--- src/rtl/microwave_timer_seq_if.sv ---
// Keypad/button/door inputs and M:SS display/control outputs of the cook-timer sequencer.
// master drives the inputs (board/bench); slave is the sequencer.
interface microwave_timer_seq_if;
    logic [3:0] bcd;
    logic       loadn;
    logic       startn;
    logic       stopn;
    logic       door_closed;
    logic       tick_1hz;
    logic [3:0] min_ones;
    logic [3:0] sec_tens;
    logic [3:0] sec_ones;
    logic       enablen;
    logic       mag_on;
    logic       zero;
    logic       done;

    modport master (
        output bcd, loadn, startn, stopn, door_closed, tick_1hz,
        input  min_ones, sec_tens, sec_ones, enablen, mag_on, zero, done
    );

    modport slave (
        input  bcd, loadn, startn, stopn, door_closed, tick_1hz,
        output min_ones, sec_tens, sec_ones, enablen, mag_on, zero, done
    );
endinterface

--- src/rtl/microwave_timer_seq.sv ---
// Microwave cook-timer sequencer: shifts keypad digits into an M:SS BCD register,
// counts it down on a 1 Hz tick, drives the magnetron and pauses on door open.
module microwave_timer_seq #(
    parameter int unsigned DIGITS_MAX    = 9,
    parameter int unsigned SEC_TENS_WRAP = 5
) (
    input  logic                  clk,
    input  logic                  rst,
    microwave_timer_seq_if.slave  bus
);
    localparam logic [3:0] TensWrap = 4'(SEC_TENS_WRAP);

    typedef enum logic [2:0] {StIdle, StEntry, StRun, StPause, StDone} state_e;

    state_e     state_q, state_d;
    logic [3:0] min_q, min_d, tens_q, tens_d, ones_q, ones_d;
    logic       mag_on_q, enablen_q, done_q;

    // Two-stage sampling: an event is a 1->0 step between consecutive samples.
    logic load_s_q, load_p_q, start_s_q, start_p_q, stop_s_q, stop_p_q;
    logic load_ev, start_ev, stop_ev, digit_ok, zero, can_start;

    assign load_ev   = load_p_q & ~load_s_q;
    assign start_ev  = start_p_q & ~start_s_q;
    assign stop_ev   = stop_p_q & ~stop_s_q;
    assign digit_ok  = 32'(bus.bcd) <= DIGITS_MAX;
    assign zero      = (min_q == 4'd0) && (tens_q == 4'd0) && (ones_q == 4'd0);
    assign can_start = start_ev && bus.door_closed && !zero;

    always_comb begin
        state_d = state_q;
        min_d   = min_q;
        tens_d  = tens_q;
        ones_d  = ones_q;
        unique case (state_q)
            StIdle, StEntry: begin
                if (state_q == StEntry && stop_ev) begin
                    state_d = StIdle;
                    min_d   = 4'd0;
                    tens_d  = 4'd0;
                    ones_d  = 4'd0;
                end else if (state_q == StEntry && can_start) begin
                    state_d = StRun;
                end else if (load_ev && digit_ok) begin
                    state_d = StEntry;
                    min_d   = tens_q;
                    tens_d  = ones_q;
                    ones_d  = bus.bcd;
                end
            end
            StRun: begin
                if (!bus.door_closed || stop_ev) begin
                    state_d = StPause;
                end else if (bus.tick_1hz) begin
                    if (ones_q != 4'd0) begin
                        ones_d = ones_q - 4'd1;
                    end else if (tens_q != 4'd0) begin
                        tens_d = tens_q - 4'd1;
                        ones_d = 4'd9;
                    end else if (min_q != 4'd0) begin
                        min_d  = min_q - 4'd1;
                        tens_d = TensWrap;
                        ones_d = 4'd9;
                    end
                    if (min_d == 4'd0 && tens_d == 4'd0 && ones_d == 4'd0) begin
                        state_d = StDone;
                    end
                end
            end
            StPause: begin
                if (stop_ev) begin
                    state_d = StIdle;
                    min_d   = 4'd0;
                    tens_d  = 4'd0;
                    ones_d  = 4'd0;
                end else if (can_start) begin
                    state_d = StRun;
                end
            end
            StDone: state_d = StIdle;
            default: state_d = StIdle;
        endcase
    end

    always_ff @(posedge clk) begin
        if (rst) begin
            state_q   <= StIdle;
            min_q     <= 4'd0;
            tens_q    <= 4'd0;
            ones_q    <= 4'd0;
            mag_on_q  <= 1'b0;
            enablen_q <= 1'b0;
            done_q    <= 1'b0;
            load_s_q  <= 1'b1;
            load_p_q  <= 1'b1;
            start_s_q <= 1'b1;
            start_p_q <= 1'b1;
            stop_s_q  <= 1'b1;
            stop_p_q  <= 1'b1;
        end else begin
            state_q   <= state_d;
            min_q     <= min_d;
            tens_q    <= tens_d;
            ones_q    <= ones_d;
            // Outputs decode the next state so they move on the same edge as the state.
            mag_on_q  <= (state_d == StRun);
            enablen_q <= (state_d == StRun) || (state_d == StDone);
            done_q    <= (state_d == StDone);
            load_s_q  <= bus.loadn;
            load_p_q  <= load_s_q;
            start_s_q <= bus.startn;
            start_p_q <= start_s_q;
            stop_s_q  <= bus.stopn;
            stop_p_q  <= stop_s_q;
        end
    end

    assign bus.min_ones = min_q;
    assign bus.sec_tens = tens_q;
    assign bus.sec_ones = ones_q;
    assign bus.enablen  = enablen_q;
    assign bus.mag_on   = mag_on_q;
    assign bus.zero     = zero;
    assign bus.done     = done_q;
endmodule

--- src/flat_wrapper.sv ---
// flat-port wrapper written by rule: the top's interface ports become plain ports
module microwave_timer_seq_flat 
#(
    parameter int unsigned DIGITS_MAX    = 9,
    parameter int unsigned SEC_TENS_WRAP = 5
)
  (clk, rst, bus_bcd, bus_loadn, bus_startn, bus_stopn, bus_door_closed, bus_tick_1hz, bus_min_ones, bus_sec_tens, bus_sec_ones, bus_enablen, bus_mag_on, bus_zero, bus_done);
  microwave_timer_seq_if bus_i ();
  input  logic clk;
  input  logic rst;
  input wire logic [$bits(bus_i.bcd)-1:0] bus_bcd;
  input wire logic [$bits(bus_i.loadn)-1:0] bus_loadn;
  input wire logic [$bits(bus_i.startn)-1:0] bus_startn;
  input wire logic [$bits(bus_i.stopn)-1:0] bus_stopn;
  input wire logic [$bits(bus_i.door_closed)-1:0] bus_door_closed;
  input wire logic [$bits(bus_i.tick_1hz)-1:0] bus_tick_1hz;
  output wire logic [$bits(bus_i.min_ones)-1:0] bus_min_ones;
  output wire logic [$bits(bus_i.sec_tens)-1:0] bus_sec_tens;
  output wire logic [$bits(bus_i.sec_ones)-1:0] bus_sec_ones;
  output wire logic [$bits(bus_i.enablen)-1:0] bus_enablen;
  output wire logic [$bits(bus_i.mag_on)-1:0] bus_mag_on;
  output wire logic [$bits(bus_i.zero)-1:0] bus_zero;
  output wire logic [$bits(bus_i.done)-1:0] bus_done;
  assign bus_i.bcd = bus_bcd;
  assign bus_i.loadn = bus_loadn;
  assign bus_i.startn = bus_startn;
  assign bus_i.stopn = bus_stopn;
  assign bus_i.door_closed = bus_door_closed;
  assign bus_i.tick_1hz = bus_tick_1hz;
  assign bus_min_ones = bus_i.min_ones;
  assign bus_sec_tens = bus_i.sec_tens;
  assign bus_sec_ones = bus_i.sec_ones;
  assign bus_enablen = bus_i.enablen;
  assign bus_mag_on = bus_i.mag_on;
  assign bus_zero = bus_i.zero;
  assign bus_done = bus_i.done;
  microwave_timer_seq #(.DIGITS_MAX(DIGITS_MAX), .SEC_TENS_WRAP(SEC_TENS_WRAP)) u_core (.clk(clk), .rst(rst), .bus(bus_i));
endmodule
--- config.mk ---
export PLATFORM = sky130hd
export DESIGN_NAME = microwave_timer_seq_flat
export DESIGN_NICKNAME = d
export VERILOG_FILES = /design/src/rtl/microwave_timer_seq_if.sv /design/src/rtl/microwave_timer_seq.sv /design/src/flat_wrapper.sv
export SDC_FILE = /design/constraint.sdc
export NUM_CORES = 1
export LEC_CHECK = 0
export CORE_ASPECT_RATIO = 0.7
export CORE_UTILIZATION = 25
export DETAILED_ROUTE_END_ITERATION = 6
export REMOVE_ABC_BUFFERS = 1
export SLEW_MARGIN = 40
export SYNTH_ARGS = -nofsm -noshare
export SYNTH_HDL_FRONTEND = slang
export SYNTH_SLANG_ARGS = --single-unit
--- constraint.sdc ---
create_clock -name clk -period 5.7 [get_ports clk]
set_clock_uncertainty 0.1 [all_clocks]
set_input_delay 0.57 -clock clk [delete_from_list [all_inputs] [get_ports clk]]
set_output_delay 0.57 -clock clk [all_outputs]
set_load 0.005 [all_outputs]
== Word level (Yosys, flattened, before mapping) ==
Index checks and enable logic that the tools add are counted.

* Output and inout port bits: 16
* Register bits: 24
* Input bits: 11
* Word-level logic and storage cells: 105

* Bitwise gates (word level): 6
* Reduce and logical (&&, ||, !) cells: 26
* Eq/ne operators: 10
* Multiplexer cells: 46
* Order comparisons: 1
* Add/sub/neg operators: 3

{| class="wikitable"
|+ Operator list
! kind !! number
|-
| $mux 4 || 34
|-
| $pmux 4 s3 || 3
|-
| $logic_not 4->1 || 6
|-
| $mux 3 || 8
|-
| $reduce_bool 4->1 || 3
|-
| $sub 4x1->4 const B || 3
|-
| $eq 3x2->1 const B || 3
|-
| $logic_and 1x1->1 || 9
|-
| $pmux 3 s3 || 1
|-
| $reduce_and 6->1 || 1
|-
| $le 4x4->1 const B || 1
|-
| $ne 2x2->1 const B || 2
|-
| $and 1x1->1 || 3
|-
| $eq 3x1->1 const B || 1
|-
| $eq 3x3->1 const B || 1
|-
| $logic_not 3->1 || 1
|-
| $ne 3x1->1 const B || 1
|-
| $ne 3x2->1 const B || 1
|-
| $not 1->1 || 3
|-
| $reduce_bool 3->1 || 1
|-
| $logic_not 1->1 || 2
|-
| $logic_or 1x1->1 || 2
|-
| $ne 2x1->1 const B || 1
|-
| $reduce_or 2->1 || 1
|}

== Depth between registers and ports, before layout ==
Gate-level depths: netlist of run 1.

* Depth in word-level cells: 16
* Gate-level depth with buffers: 10
* Mapped depth without buffers: 8

== Worst setup path after synthesis of run 1 ==
OpenSTA, ideal clock, no wires.

* Path kind: flip-flop to flip-flop
* Start point: register u_core.ones_q[0], in the netlist u_core.bus.sec_ones[0]
* End point: register u_core.mag_on_q, in the netlist u_core.bus.mag_on
* Required time: 5.470 ns
* Path slack: 2.954 ns
* Setup time: 0.130 ns
* Stages on the path, launching flop included: 11
* Clock period less this slack: 2.746 ns
* Buffers on the path: 2
* Data arrival time: 2.516 ns
* Path through: dfxtp_1 clkbuf_1 inv_1 ha_1 or3b_4 buf_6 or4_1 a2111oi_1 and4_1 o21a_1 nor3_1

* Longest elaborated chain between the ends: 13
* Elaborated cells on any way between the ends: 35
* Classes of those cells: add/sub: 1; eq/ne: 1; mux: 22; reduce/logical: 11

{| class="wikitable"
|+ Ends and longest elaborated chain
! item !! RTL line !! source
|-
| from (decl) || microwave_timer_seq.sv:16 || <nowiki>logic [3:0] min_q, min_d, tens_q, tens_d, ones_q, ones_d;</nowiki>
|-
| from (signal assigned) || microwave_timer_seq.sv:104 || <nowiki>ones_q <= ones_d;</nowiki>
|-
| parallel branches: the longest is 11 deep, another holds $sub 4x1->4 || -- ||
|-
| $pmux 3 s3 (*) || microwave_timer_seq.sv:35 || <nowiki>unique case (state_q)</nowiki>
|-
| $eq 3x2->1 (*) || microwave_timer_seq.sv:106 || <nowiki>mag_on_q <= (state_d == StRun);</nowiki>
|-
| to (signal assigned) || microwave_timer_seq.sv:106 ||
|-
| to (decl) || microwave_timer_seq.sv:17 || <nowiki>logic mag_on_q, enablen_q, done_q;</nowiki>
|}

Every way passes the cells marked *. The select of a mux whose other input is x is not followed.
A chain may end at the register's enable or synchronous reset.

== Final worst setup path of run 1 ==
* Start point: register u_core.ones_q[0], in the netlist u_core.bus.sec_ones[0]
* End point: register u_core.tens_q[3], in the netlist u_core.bus.sec_tens[3]

* Longest elaborated chain between the ends: 8
* Elaborated cells on any way between the ends: 15
* Classes of those cells: eq/ne: 1; mux: 7; reduce/logical: 7

{| class="wikitable"
|+ Ends and longest elaborated chain
! item !! RTL line !! source
|-
| $reduce_bool 4->1 || microwave_timer_seq.sv:55 || <nowiki>if (ones_q != 4'd0) begin</nowiki>
|-
| $mux 4 || microwave_timer_seq.sv:55 ||
|-
| $mux 4 || microwave_timer_seq.sv:54 || <nowiki>end else if (bus.tick_1hz) begin</nowiki>
|-
| $mux 4 || microwave_timer_seq.sv:52 || <nowiki>if (!bus.door_closed || stop_ev) begin</nowiki>
|-
| $mux 4 || microwave_timer_seq.sv:35 ||
|-
| $mux 4 || microwave_timer_seq.sv:54 ||
|-
| $mux 4 || microwave_timer_seq.sv:52 ||
|-
| $pmux 4 s3 || microwave_timer_seq.sv:35 ||
|-
| to (signal assigned) || microwave_timer_seq.sv:103 || <nowiki>tens_q <= tens_d;</nowiki>
|-
| to (decl) || microwave_timer_seq.sv:16 ||
|}

Parallel ways exist; a longest one is shown, timed or not. The select of a mux whose other input is x is not followed.

==> metrics.md, run 1 <==
| Metric | Value |
|---|---|
| Max FO, Critical Path | `22` |
| DP HPWL | `between 2000 and 3000 µm` |
| Crit Path Category | `flop to flop` |
| Dpl cells | `270` |
| MaxCap Viol Count | `0` |
| Die span in x | `between 90 and 100 µm` |
| Number of global-route vias before repair | `1313` |
| CTS sink count | `24` |
| Remaining global-route overflow | `0` |
| Core Region | `0.00542 mm²` |
| Syn_area_per_cell | `~8.0 µm²` |
| Fin. Hold Viols | `0` |
| P&R area growth vs syn | `23.8%` |
| Non-filler instance count after layout | `about 270` |
| Max-slew violation count | `0` |
| Synthesis Warnings | `0` |
| Commonest non-fill, non-tap cell in the layout | `clkdlybuf4s50_1` |
| Worst VDD drop | `roughly 0.00011 V` |
| Largest net degree at the start of global routing | `25` |
| Die Area | `between 0.006 and 0.007 mm²` |
| FFs w/ async S/R, synth | `0%` |
| Worst Tran Pin Value | `between 0.8 and 0.9 ns` |
| CP Capture Type | `flop` |
| Drt pass-1 iters | `6` |
| Nets@finish | `218` |
| Clk root buf | `clkbuf_8` |
| Synth cell types | `51` |
| Die height | `roughly 66 µm` |
| Final setup fails | `0` |
| Fmax achieved | `between 300 and 400 MHz` |
| Cts repair resizes | `0` |
| Post-DRT Antenna Nets | `0` |
| Antenna violations before repair | `0` |
| First-pass GRT wire length | `just under 7000 µm` |
| Req. time, crit path | `around 5.8 ns` |
| Synthesized netlist cell count | `approximately 180` |
| Detail-routed via count per cell | `~5.3` |
| Most frequent cells in the layout | `clkdlybuf4s50_1 (25), dfxtp_1 (24), nor2_1 (21), nand2_1 (15), a21oi_1 (11)` |
| RSZ-0062 raised after global routing | `false` |
| Relative slew slack | `a little over two fifths` |
| Io pins | `27` |
| Setup repair bufs after CTS | `0` |
| R2R cell count | `8` |
| Worst setup SP type | `flop` |
| Final min period | `roughly 3.2 ns` |
| CTS Buffer Depth | `2` |
| Hold Buf Count CTS | `0` |
| Number of flops mapped to enable cells by yosys | `0` |
| Worst reg2reg setup slack | `2.54 ns` |
| Avg WL per Cell | `about 15 µm` |
| Pwr per Cell Area | `between 200 and 300 mW/mm²` |
| Utilization after layout | `33.2%` |
| Hold_sp | `u_core.load_s_q` |
| Share of layout cells above drive strength 1 | `roughly a tenth` |
| Total leakage power | `roughly 0.6 nW` |
| Sequential cell area fraction in the yosys report | `between 30% and 40%` |
| Hold path cells | `1` |
| Hold Path End | `u_core.load_p_q` |
| Antenna diode count | `0` |
| Top FF cell, synth | `dfxtp_1` |
| H-Tree Level Count | `1` |
| Post-route cell area | `about 0.0018 mm²` |
| Hold Crit Class | `flop to flop` |
| Vias | `roughly 1500` |
| # rows | `22` |
| Total negative setup slack | `0 ns` |
| Starting Density | `roughly 27%` |
| Post-Route WL | `4100 µm` |
| IO Port Bufs | `26` |
| Initial DRC count | `99` |
| TritonCTS clock tree | `built` |
| Arrival @ worst endpoint | `3.24 ns` |
| GPL Wtd Cong | `0.881` |
| RR Endpoint | `u_core.bus.sec_tens[3]` |
| Status | `complete, no violations` |
| Tcrit/Tclk final | `55.4%` |
| FF+latch count, synth | `24` |
| TritonCTS Buffers | `3` |
| # DRC | `0` |
| Placed Area | `0.00175 mm²` |
| Mapped Area | `about 0.0015 mm²` |
| Clock network latency to the later pin of the worst-skew pair | `approximately 0.27 ns` |
| GRT Total Usage | `around 14%` |
| Clock Pin Slew Worst Setup and Hold Paths | `about 0.090 ns` |
| Reg2reg start | `u_core.bus.sec_ones[0]` |
-- cells by family (layout without fill, tap and decap cells) --
family / Yosys count / after routing / share of synthesized area [%]
buf+inv: 22 / 41 / 7.05
compound gates: 57 / 57 / 27.6
flops: 24 / 24 / 33.0
simple gates: 75 / 75 / 28.3
fa+ha+maj: 4 / 4 / 3.44
xor+xnor: 1 / 1 / 0.602
-- worst max-delay path by stage --
stage	start	end	slack [ns]
after floorplan	u_core.bus.sec_tens[0]	u_core.bus.min_ones[1]	2.76
after global placement	bus_bcd[2]	u_core.bus.min_ones[2]	2.49
after detailed placement	u_core.bus.sec_ones[0]	u_core.bus.sec_tens[3]	2.61
after CTS	u_core.bus.sec_ones[0]	u_core.bus.sec_tens[3]	2.58
after global routing	u_core.bus.sec_ones[0]	u_core.bus.sec_ones[1]	2.18
final	u_core.bus.sec_ones[0]	u_core.bus.sec_tens[3]	2.54
-- routing by layer --
metal	part of all wire, %	vias up	routed length (µm)	GRT usage [%]
met3	6.2	4	253	3.10
met5	0	-	0	0
met4	0.66	0	27	2.31
met2	39	48	1600	20.3
li1	-	717	-	-
met1	54	681	2220	21.6
-- registers in the layout (all words and copies together), names as in the netlist, 3 cells and up --
register	flops
u_core.bus.min_ones	4
u_core.bus.sec_ones	4
u_core.bus.sec_tens	4
u_core.state_q	3
-- metrics by stage --
step	setup WS (ns)	power (W)	hold slack, ns
after floorplan	2.76	0.000300	0.307
after global placement	2.49	0.000364	0.323
after detailed placement	2.61	0.000364	0.325
after CTS	2.58	0.000484	0.348
after global routing	2.18	0.000514	0.361
final	2.54	0.000483	0.339
-- layout make-up --
cell class,instances,area (µm²)
Inverter,10,37.5
Sequential cell,24,480
Tap cell,72,90.1
Clock buffer,4,55.1
Timing Repair Buffer,27,263
Fill cell,571,3620
Multi-Input combinational cell,137,876
-- critical path, stage by stage, from the launching register on --
cell and delay (ns):
dfxtp_1 0.42, inv_1 0.13, ha_1 0.24, nor3b_2 0.49
a31oi_1 0.15, o221ai_1 0.44, and2_1 0.73, nor2_1 0.09
a311oi_1 0.27
-- cells in the mapped netlist (4+ instances only) --
library cell | number | area [µm²]
or2_2 | 6 | 37.5
nor3_1 | 6 | 30.0
a21oi_1 | 11 | 55.1
nand2_1 | 15 | 56.3
inv_1 | 10 | 37.5
clkbuf_1 | 8 | 30.0
dfxtp_1 | 24 | 480
ha_1 | 4 | 50.1
a22oi_1 | 4 | 30.0
nor2_1 | 21 | 78.8
a311oi_1 | 4 | 35.0
o21ai_0 | 7 | 35.0
a211oi_1 | 8 | 60.1
-- power breakdown --
part / total, W / switching (W) / internal, W / leakage, nW
clock: 0.000121 / 0.0000591 / 0.0000618 / 0.0288
combinational: 0.000166 / 0.0000885 / 0.0000774 / 0.382
sequential: 0.000196 / 0.0000183 / 0.000178 / 0.196
No activity file was read; power rests on OpenSTA's default activity.
==> run 2, diff against run 1 <==
==> constraint.sdc (replaced) <==
create_clock -name clk -period 2.6 [get_ports clk]
set_clock_uncertainty 0.1 [all_clocks]
set_input_delay 0.26 -clock clk [delete_from_list [all_inputs] [get_ports clk]]
set_output_delay 0.26 -clock clk [all_outputs]
set_load 0.005 [all_outputs]
==> metrics.md, run 2 (synthesis results as in run 1) <==
| Metric | Value |
|---|---|
| Fin. Hold Viols | `0 (unchanged)` |
| Avg WL per Cell | `14.4 µm (was 15.0 µm)` |
| Most frequent cells in the layout | `clkdlybuf4s50_1 (26), buf_4 (26), dfxtp_1 (23), nor2_1 (21), nand2_1 (15) (was clkdlybuf4s50_1 (25), dfxtp_1 (24), nor2_1 (21), nand2_1 (15), a21oi_1 (11))` |
| M2 GR Usage | `20.6% (was 20.3%)` |
| Final setup fails | `0 (unchanged)` |
| H-Tree Level Count | `1 (unchanged)` |
| Clock network latency to the later pin of the worst-skew pair | `0.27 ns (about the same)` |
| Crit path max-delay family | `simple AND/OR/NAND/NOR gates (unchanged)` |
| Largest net degree at the start of global routing | `16 (was 25)` |
| Arrival @ worst endpoint | `2.64 ns (was 3.24 ns)` |
| Met1 usage | `21.5% (was 21.6%)` |
| MaxCap Viol Count | `0 (unchanged)` |
| Final min period | `2.55 ns (was 3.16 ns)` |
| Busiest grt layer | `met1 (unchanged)` |
| Antenna violations before repair | `0 (unchanged)` |
| Detail-routed via count per cell | `5.11 (was 5.29)` |
| GRT Total Usage | `14.2% (about the same)` |
| Post-DRT Antenna Nets | `0 (unchanged)` |
| Placed Area | `0.00191 mm² (was 0.00175 mm²)` |
| Core Region | `0.00542 mm² (unchanged)` |
| Die Area | `0.00613 mm² (unchanged)` |
| Worst-path cell chain | `inv_2, ha_2, or3b_2, buf_4, o311ai_0, a2111oi_4, and4_4, o21a_1, nor3_1 (was inv_1, ha_1, nor3b_2, a31oi_1, o221ai_1, and2_1, nor2_1, a311oi_1)` |
| Status | `complete, no violations (unchanged)` |
| Hold Crit Class | `flop to flop (unchanged)` |
| Max-slew violation count | `0 (unchanged)` |
| P&R area growth vs syn | `40.6% (was 23.8%)` |
| Critical-path top delay cell | `o311ai_0 (was and2_1)` |
| Tcrit/Tclk final | `97.9% (was 55.4%)` |
| Starting Density | `26.8% (unchanged)` |
| Buffer and inverter count on the worst path | `2 (was 1)` |
| Max FO, Critical Path | `4 (was 22)` |
| Antenna diode count | `0 (unchanged)` |
| Number of global-route vias before repair | `1424 (was 1313)` |
| Io pins | `27 (unchanged)` |
| Fmax achieved | `393 MHz (was 317 MHz)` |
| First-pass GRT wire length | `6850 µm (was 6740 µm)` |
| Clk root buf | `clkbuf_8 (unchanged)` |
| IO Port Bufs | `26 (unchanged)` |
| Relative slew slack | `56.1% (was 43.3%)` |
| Clock Pin Slew Worst Setup and Hold Paths | `0.09 ns (about the same)` |
| Post-Route WL | `4320 µm (was 4100 µm)` |
| Vias | `1527 (was 1450)` |
| Max stage delay on crit path | `0.54 ns (was 0.73 ns)` |
| CTS sink count | `24 (unchanged)` |
| Hold Buf Count CTS | `0 (unchanged)` |
| TritonCTS clock tree | `built (unchanged)` |
| Die height | `65.8 µm (unchanged)` |
| Die span in x | `93.2 µm (unchanged)` |
| Share of layout cells above drive strength 1 | `23.8% (was 9.41%)` |
| Drt pass-1 iters | `4 (was 6)` |
| DP HPWL | `3140 µm (was 2960 µm)` |
| CP Capture Type | `flop (unchanged)` |
| Worst VDD drop | `0.000226 V (was 0.000114 V)` |
| Req. time, crit path | `2.69 ns (was 5.78 ns)` |
| # rows | `22 (unchanged)` |
| CTS Buffer Depth | `2 (unchanged)` |
| Worst Tran Pin Value | `0.653 ns (was 0.850 ns)` |
| # DRC | `0 (unchanged)` |
| Met3 Use GR | `3.22% (was 3.10%)` |
| Worst setup SP type | `flop (unchanged)` |
| Utilization after layout | `37.7% (was 33.2%)` |
| Nets@finish | `244 (was 218)` |
| Total leakage power | `0.738 nW (was 0.607 nW)` |
| Post-route cell area | `0.00205 mm² (was 0.00180 mm²)` |
| Initial DRC count | `115 (was 99)` |
| Remaining global-route overflow | `0 (unchanged)` |
| TritonCTS Buffers | `3 (unchanged)` |
| GPL Wtd Cong | `0.884 (was 0.881)` |
| Crit Path Category | `flop to flop (unchanged)` |
| Pwr per Cell Area | `560 mW/mm² (was 268 mW/mm²)` |
-- run 2: cell count changes in the layout (fill, tap and decap cells not counted), moves of 2 or more --
cell | before | now
ha_1 | 4 | 2
nor3b_4 | 0 | 2
ha_2 | 0 | 2
inv_2 | 0 | 3
inv_1 | 10 | 7
nor3b_1 | 3 | 0
buf_4 | 1 | 26
-- run 2: what timing repair did --
action / CTS / global route
pin swaps: 0 / 4
setup endpoints to repair: 1 / 7
setup buffers: 0 / 4
resized for setup: 1 / 15
gates cloned: 0 / 1
-- run 2: report_power, final --
group / switching [W] / leakage (nW) / internal (W)
clock: 0.000126 / 0.0216 / 0.000104
sequential: 0.0000210 / 0.197 / 0.000391
combinational: 0.000246 / 0.520 / 0.000259
total: 0.000393 / 0.738 / 0.000754
-- run 2: through the flow --
stage          setup WS (ns)  cells  hold slack, ns  setup TNS (ns)  total power (W)
2_1_floorplan         -0.342    171           0.229           -3.69         0.000657
5_1_grt              -0.0660    299           0.382         -0.0874          0.00120
3_5_place_dp          0.0688    291           0.333               0         0.000853
4_1_cts               0.0392    294           0.355               0          0.00109
3_3_place_gp           0.161    291           0.317               0         0.000852
6_report              0.0545    299           0.346               0          0.00115
-- run 2: path summary, 6_finish.rpt --
path | from | depth (start not counted) | slack [ns] | to
hold / removal | u_core.load_s_q | 1 | 0.35 | u_core.load_p_q
setup reg to reg | u_core.bus.sec_tens[0] | 9 | 0.05 | u_core.bus.mag_on
setup / recovery | u_core.bus.sec_tens[0] | 9 | 0.05 | u_core.bus.mag_on
hold reg to reg | u_core.load_s_q | 1 | 0.35 | u_core.load_p_q
-- run 2: cell type report --
| class | count | area [µm²] |
|---|---|---|
| clock buffer | 3 | 41.3 |
| sequential | 24 | 482 |
| multi-input combinational | 137 | 928 |
| tap | 72 | 90.1 |
| fill | 557 | 3380 |
| inverter | 10 | 37.5 |
| timing repair buffer | 53 | 467 |
-- run 2: metal layers --
layer,routed length [µm],part of all wire (%)
met5,0,0
met4,21,0.49
met3,293,6.8
met2,1820,42
met1,2180,51
